### config.mk
export PLATFORM = sky130hd
export DESIGN_NAME = fpu_dest_tracker
export DESIGN_NICKNAME = d
export VERILOG_FILES = /design/src/rtl/fpu_pipe_pkg.sv /design/src/rtl/fpu_dest_stage.sv /design/src/rtl/fpu_dest_tracker.sv
export SDC_FILE = /design/constraint.sdc
export NUM_CORES = 1
export LEC_CHECK = 0
export BUFFER_PORTS_ARGS = -buffer_cell sky130_fd_sc_hd__buf_2
export CAP_MARGIN = 20
export CORE_MARGIN = 2
export CORE_UTILIZATION = 30
export DETAILED_ROUTE_END_ITERATION = 10
export MAX_ROUTING_LAYER = met4
export PLACE_DENSITY_LB_ADDON = 0.12
export REMOVE_ABC_BUFFERS = 1
export SYNTH_ARGS = -nofsm -noshare
export SYNTH_HDL_FRONTEND = slang
export SYNTH_SLANG_ARGS = --single-unit
export TNS_END_PERCENT = 1
### constraint.sdc
create_clock -name clk -period 3.2 [get_ports clk]
set_input_delay 0.32 -clock clk [delete_from_list [all_inputs] [get_ports clk]]
set_output_delay 0.32 -clock clk [all_outputs]
set_load 0.03 [all_outputs]
### src/rtl/fpu_pipe_pkg.sv
// rtl/fpu_pipe_pkg.sv - shared FPU pipeline widths and per-stage destination record
package fpu_pipe_pkg;

  localparam int FPU_REG_W = 5;
  localparam int FPU_DEPTH = 4;

  typedef struct packed {
    logic       valid;
    logic [4:0] rd;
    logic [1:0] lat;
  } fpu_dest_t;

endpackage

### src/rtl/fpu_dest_stage.sv
// rtl/fpu_dest_stage.sv - one destination-tracking stage register with hold/flush/load
module fpu_dest_stage
  import fpu_pipe_pkg::*;
(
  input  logic      clk,
  input  logic      rstn,
  input  logic      flush,
  input  logic      hold,
  input  fpu_dest_t d,
  output fpu_dest_t q
);

  // Flush only kills the valid bit; rd/lat are don't-care once invalid.
  always_ff @(posedge clk or negedge rstn) begin
    if (!rstn) begin
      q <= '0;
    end else if (flush) begin
      q.valid <= 1'b0;
    end else if (!hold) begin
      q <= d;
    end
  end

endmodule

### src/rtl/fpu_dest_tracker.sv
// rtl/fpu_dest_tracker.sv - FPU in-flight destination tracker, forwarding legality, RAW stall; FPU_HAZARD_CNT_EN adds hazard_cnt
module fpu_dest_tracker
  import fpu_pipe_pkg::*;
#(
  parameter int REG_W = FPU_REG_W,
  parameter int DEPTH = FPU_DEPTH
) (
  input  logic             clk,
  input  logic             rstn,
  input  logic             issue_valid,
  input  logic [REG_W-1:0] issue_rd,
  input  logic [1:0]       issue_lat,
  input  logic [REG_W-1:0] rsia,
  input  logic [REG_W-1:0] rsib,
  input  logic             stall_in,
  input  logic             flush,
  output logic             issue_ready,
  output logic             hazard,
  output logic [REG_W-1:0] rdi_buf_1,
  output logic [REG_W-1:0] rdi_buf_2,
  output logic [REG_W-1:0] rdi_buf_3,
  output logic [REG_W-1:0] rdi_buf_4,
  output logic             legal_1,
  output logic             legal_2,
  output logic             legal_3,
  output logic             legal_4,
  output logic             wb_valid,
  output logic [REG_W-1:0] wb_rd
`ifdef FPU_HAZARD_CNT_EN
  ,
  output logic [31:0]      hazard_cnt
`endif
);

  fpu_dest_t        st_q [DEPTH];
  fpu_dest_t        st_d [DEPTH];
  logic [DEPTH-1:0] ready;
  logic [DEPTH-1:0] legal;

  // Index 0 is stage 1 (youngest); each stage feeds the next older one.
  for (genvar k = 0; k < DEPTH; k++) begin : g_stage
    if (k == 0) begin : g_head
      assign st_d[k] = {issue_valid & ~hazard, issue_rd, issue_lat};
    end else begin : g_body
      assign st_d[k] = st_q[k-1];
    end
    fpu_dest_stage u_stage (
      .clk   (clk),
      .rstn  (rstn),
      .flush (flush),
      .hold  (stall_in),
      .d     (st_d[k]),
      .q     (st_q[k])
    );
  end

  // A result is ready at stage k once lat+1 <= k; only the youngest copy of an rd may forward.
  always_comb begin
    logic shadowed;
    ready = '0;
    legal = '0;
    for (int i = 0; i < DEPTH; i++) begin
      ready[i] = (st_q[i].lat <= 2'(i));
      shadowed = 1'b0;
      for (int j = 0; j < i; j++) begin
        if (st_q[j].valid && (st_q[j].rd == st_q[i].rd)) shadowed = 1'b1;
      end
      legal[i] = st_q[i].valid & ready[i] & ~shadowed;
    end
  end

  // Walk youngest to oldest; the first matching entry decides whether the source is pending.
  always_comb begin
    logic seen_a;
    logic seen_b;
    logic pend;
    seen_a = 1'b0;
    seen_b = 1'b0;
    pend   = 1'b0;
    for (int i = 0; i < DEPTH; i++) begin
      if (st_q[i].valid && (st_q[i].rd == rsia) && !seen_a) begin
        seen_a = 1'b1;
        if (!ready[i]) pend = 1'b1;
      end
      if (st_q[i].valid && (st_q[i].rd == rsib) && !seen_b) begin
        seen_b = 1'b1;
        if (!ready[i]) pend = 1'b1;
      end
    end
    hazard = issue_valid & pend;
  end

  assign issue_ready = ~stall_in & ~hazard & ~flush;

  assign rdi_buf_1 = st_q[0].rd;
  assign rdi_buf_2 = st_q[1].rd;
  assign rdi_buf_3 = st_q[2].rd;
  assign rdi_buf_4 = st_q[3].rd;
  assign legal_1   = legal[0];
  assign legal_2   = legal[1];
  assign legal_3   = legal[2];
  assign legal_4   = legal[3];

  assign wb_valid = st_q[DEPTH-1].valid & ~stall_in & ~flush;
  assign wb_rd    = st_q[DEPTH-1].rd;

`ifdef FPU_HAZARD_CNT_EN
  always_ff @(posedge clk or negedge rstn) begin
    if (!rstn) begin
      hazard_cnt <= '0;
    end else if (hazard && !stall_in && (hazard_cnt != '1)) begin
      hazard_cnt <= hazard_cnt + 32'd1;
    end
  end
`endif

endmodule

==> impl_results.html <==
<table>
<tr><th>Metric</th><th>Value</th></tr>
<tr><th colspan="2">Run status</th></tr>
<tr><td>Run status</td><td>finished clean</td></tr>
<tr><th colspan="2">Setup path</th></tr>
<tr><td>WS Path Type</td><td>flip-flop to primary output</td></tr>
<tr><td>Reg-to-Reg End</td><td>g_stage[0].u_stage.q[7]</td></tr>
<tr><td>WP data required</td><td>2.88 ns</td></tr>
<tr><td>Worst-path fanout max</td><td>8</td></tr>
<tr><td>Launching instance or port of the critical path</td><td>g_stage[0].u_stage.q[2]</td></tr>
<tr><td>Register-to-register setup slack</td><td>1.38 ns</td></tr>
<tr><td>Slowest cell on the critical path</td><td>dfrtp_1</td></tr>
<tr><td>Last element of the critical path</td><td>issue_ready</td></tr>
<tr><td>Crit-path max cell delay</td><td>0.51 ns</td></tr>
<tr><td>Kind of end point of the critical path</td><td>primary output</td></tr>
<tr><td>Cell-by-cell listing of the critical path</td><td>xor2_1, nor4_2, nand3_1, a2bb2oi_2, o22ai_2, a2111oi_4, buf_2</td></tr>
<tr><td>Reg-to-Reg Start</td><td>g_stage[2].u_stage.q[5]</td></tr>
<tr><td>Path depth of the worst reg2reg path</td><td>6</td></tr>
<tr><td>Crit start category</td><td>flip-flop</td></tr>
<tr><td>Arrival time worst endpoint</td><td>2.43 ns</td></tr>
<tr><th colspan="2">Timing</th></tr>
<tr><td>Final hold violations</td><td>0</td></tr>
<tr><td>Worst hold margin</td><td>0.0770 ns</td></tr>
<tr><td>Transition time of the tightest slew-check pin</td><td>0.709 ns</td></tr>
<tr><td>Shortest period the worst path allows</td><td>2.75 ns</td></tr>
<tr><td>Final setup violation count</td><td>0</td></tr>
<tr><td>RSZ-0062 raised after global routing</td><td>no</td></tr>
<tr><td>Final period utilization</td><td>0.860</td></tr>
<tr><td>Worst clock skew</td><td>0.00422 ns</td></tr>
<tr><td>Relative max-transition margin</td><td>0.527</td></tr>
<tr><td>Maximum clock frequency</td><td>363 MHz</td></tr>
<tr><td>Slew Limit Fails</td><td>0</td></tr>
<tr><td>Setup_tns</td><td>0 ns</td></tr>
<tr><th colspan="2">Drt</th></tr>
<tr><td>Top layer in use</td><td>met4</td></tr>
<tr><td>Vias per cell</td><td>4.56</td></tr>
<tr><td>DR WL met3</td><td>220 um</td></tr>
<tr><td>DRC Markers</td><td>0</td></tr>
<tr><td>WL final</td><td>5490 um</td></tr>
<tr><td>Overall via count from detail_route</td><td>1,511</td></tr>
<tr><td>Initial detailed-routing violation count</td><td>73</td></tr>
<tr><td>Routed length on met1</td><td>2570 um</td></tr>
<tr><td>Antenna Nets Post-Route</td><td>0</td></tr>
<tr><td>DR pass1 iterations</td><td>4</td></tr>
<tr><td>Average detailed-routed wire length per instance</td><td>16.6 um</td></tr>
<tr><td>Total met2 wirelength after detailed routing</td><td>2630 um</td></tr>
<tr><th colspan="2">Clocking</th></tr>
<tr><td>Number of clock buffers inserted by TritonCTS</td><td>5</td></tr>
<tr><td>CTS tree</td><td>built</td></tr>
<tr><td>Post-CTS setup buffers</td><td>0</td></tr>
<tr><td>Buffer depth of the longest clock path</td><td>2</td></tr>
<tr><td>Clock insertion delay at the later pin of the skew report</td><td>0.29 ns</td></tr>
<tr><td>Count of hold-fix buffers inserted at cts</td><td>0</td></tr>
<tr><td>Sink Count</td><td>30</td></tr>
<tr><td>Clk root buf</td><td>clkbuf_8</td></tr>
<tr><td>CTS clk-pin slew, worst paths</td><td>0.07 ns</td></tr>
<tr><td>H-Tree Level Count</td><td>2</td></tr>
<tr><td>Post-cts sizing count</td><td>0</td></tr>
<tr><th colspan="2">Power</th></tr>
<tr><td>Worst voltage drop across the vdd grid</td><td>0.339 mV</td></tr>
<tr><td>Total leakage power</td><td>1.06 nW</td></tr>
<tr><td>Tot Pwr</td><td>1.72 mW</td></tr>
<tr><td>Pwr per Cell Area</td><td>712 nW/um^2</td></tr>
<tr><th colspan="2">Logic synthesis</th></tr>
<tr><td>Proportion of synthesized flip-flops having asynchronous set or reset</td><td>1.00</td></tr>
<tr><td>Most used DFF post-synth</td><td>dfrtp_1</td></tr>
<tr><td>Post-synthesis cell type count</td><td>36</td></tr>
<tr><td>Post-synthesis cell area</td><td>2250 sq um</td></tr>
<tr><td>Post-synthesis sequential element count</td><td>30</td></tr>
<tr><td>Mean cell area of the mapped netlist</td><td>10.5 sq um</td></tr>
<tr><td>Count of mapped cells out of synthesis</td><td>214</td></tr>
<tr><td>Sequential element share of the synthesized area</td><td>0.333</td></tr>
<tr><td>Synth warnings</td><td>0</td></tr>
<tr><td>Number of flops mapped to enable cells by yosys</td><td>0</td></tr>
<tr><th colspan="2">Finish</th></tr>
<tr><td>Final net count</td><td>254</td></tr>
<tr><td>Flip-flop count of the largest register after layout</td><td>30</td></tr>
<tr><td>Final non-filler cell area</td><td>2420 sq um</td></tr>
<tr><td>Registers with the highest flip-flop counts</td><td>g_stage.u_stage.q: 30 flops</td></tr>
<tr><td>Register ranked first by flip-flop count</td><td>g_stage.u_stage.q</td></tr>
<tr><td>Leading cell types in the layout, fill and taps excluded</td><td>buf_2, xor2_1, dfrtp_1, mux2_2, xnor2_1</td></tr>
<tr><td>Layout cells sized above 1</td><td>0.405</td></tr>
<tr><td>Final core area utilization</td><td>0.333</td></tr>
<tr><td>Area overhead of the layout relative to synthesis</td><td>7.27%</td></tr>
<tr><td>Leading cell type in the layout, fill and taps excluded</td><td>buf_2</td></tr>
<tr><td># diodes</td><td>0</td></tr>
<tr><th colspan="2">Floorplanning</th></tr>
<tr><td>Initial core utilization</td><td>0.311</td></tr>
<tr><td>Die Footprint</td><td>8220 sq um</td></tr>
<tr><td>Die outline height</td><td>90.7 um</td></tr>
<tr><td>Core footprint</td><td>7250 sq um</td></tr>
<tr><td>Width of the chip</td><td>90.7 um</td></tr>
<tr><td>Boundary pin count</td><td>54</td></tr>
<tr><td>Cell row count</td><td>31</td></tr>
<tr><th colspan="2">Placement</th></tr>
<tr><td>Count of input and output buffers</td><td>53</td></tr>
<tr><td>Final weighted congestion in routability-driven placement</td><td>0.814</td></tr>
<tr><td>DP Wirelength</td><td>4020 um</td></tr>
<tr><td>Placed cell areas</td><td>2340 sq um</td></tr>
<tr><th colspan="2">Global route</th></tr>
<tr><td>Number of antenna violations at the first check in global routing</td><td>0</td></tr>
<tr><td>Aggregate global routing overflow</td><td>0</td></tr>
<tr><td>Maximum number of pins on one net before global-route repair</td><td>31</td></tr>
<tr><td>Global-route wire length before repair</td><td>8800 um</td></tr>
<tr><td>GRT Total Usage</td><td>0.144</td></tr>
<tr><td>Via count of the first global-routing pass</td><td>1,584</td></tr>
<tr><th colspan="2">Hold path</th></tr>
<tr><td>Class of the most critical hold timing path</td><td>input pin to async pin</td></tr>
<tr><th colspan="2">Flow run</th></tr>
<tr><td>Number of maximum-capacitance constraint violations</td><td>0</td></tr>
</table>
[per-stage QoR]
step	worst slack, ns	std cells
after floorplan	0.808	170
after global placement	0.728	324
after detailed placement	0.734	324
after CTS	0.416	331
after global routing	0.316	331
final	0.449	331
[cell usage after synthesis, types with 2 or more instances]
cell type | number | area, sq um
nand2_1 | 4 | 15.0
clkbuf_8 | 3 | 41.3
o22ai_1 | 2 | 12.5
nand3_1 | 7 | 35.0
mux2_2 | 25 | 282
a31oi_1 | 2 | 12.5
nor2_1 | 4 | 15.0
inv_1 | 3 | 11.3
nor3_1 | 2 | 10.0
buf_4 | 25 | 188
xnor2_1 | 22 | 193
dfrtp_1 | 30 | 751
nand4_1 | 3 | 18.8
xor2_1 | 38 | 333
nor4_1 | 8 | 50.1
buf_6 | 3 | 33.8
buf_2 | 6 | 30.0
mux2i_1 | 3 | 30.0
clkbuf_1 | 6 | 22.5
and3_1 | 2 | 12.5
[cell families after synthesis]
logic type,share of synthesized area
compound gates,0.0533
xor+xnor,0.233
buf+inv,0.147
flops,0.333
mux,0.138
simple gates,0.0955
[metal layers]
metal,vias to the layer above,GRT usage
li1,726,-
met1,738,0.187
met2,41,0.218
met3,6,0.0301
met4,0,0.0564
met5,-,-
[how the worst min path moves through the flow]
stage | end | slack, ns | startpoint
6_report | g_stage[1].u_stage.q[2] | 0.08 | rstn
3_5_place_dp | g_stage[0].u_stage.q[7] | 0.43 | rstn
3_3_place_gp | g_stage[0].u_stage.q[7] | 0.43 | rstn
4_1_cts | g_stage[0].u_stage.q[1] | 0.12 | rstn
5_1_grt | g_stage[1].u_stage.q[7] | 0.15 | rstn
2_1_floorplan | g_stage[0].u_stage.q[0] | 0.02 | rstn
[power breakdown]
part | leakage, nW | total, mW | internal (mW) | switching (mW)
combinational | 0.657 | 0.741 | 0.317 | 0.424
clock | 0.0383 | 0.298 | 0.150 | 0.148
sequential | 0.364 | 0.682 | 0.468 | 0.214
total | 1.06 | 1.72 | 0.934 | 0.786
[area by class of cell]
cell class	count	area, sq um
fillers	775	4840
clock buffers	7	76.3
repair buffers	55	280
flip-flops and latches	30	751
inverters	3	11.3
multi-input cells	137	1170
well taps	99	124
[critical path: cells and delay by family (launching register included)]
kind            cells  cell delay [ns]
flops               1             0.51
xor+xnor            1             0.23
compound gates      3             0.63
buf+inv             1             0.25
simple gates        2             0.51
Power figures use the tool's default switching activity.
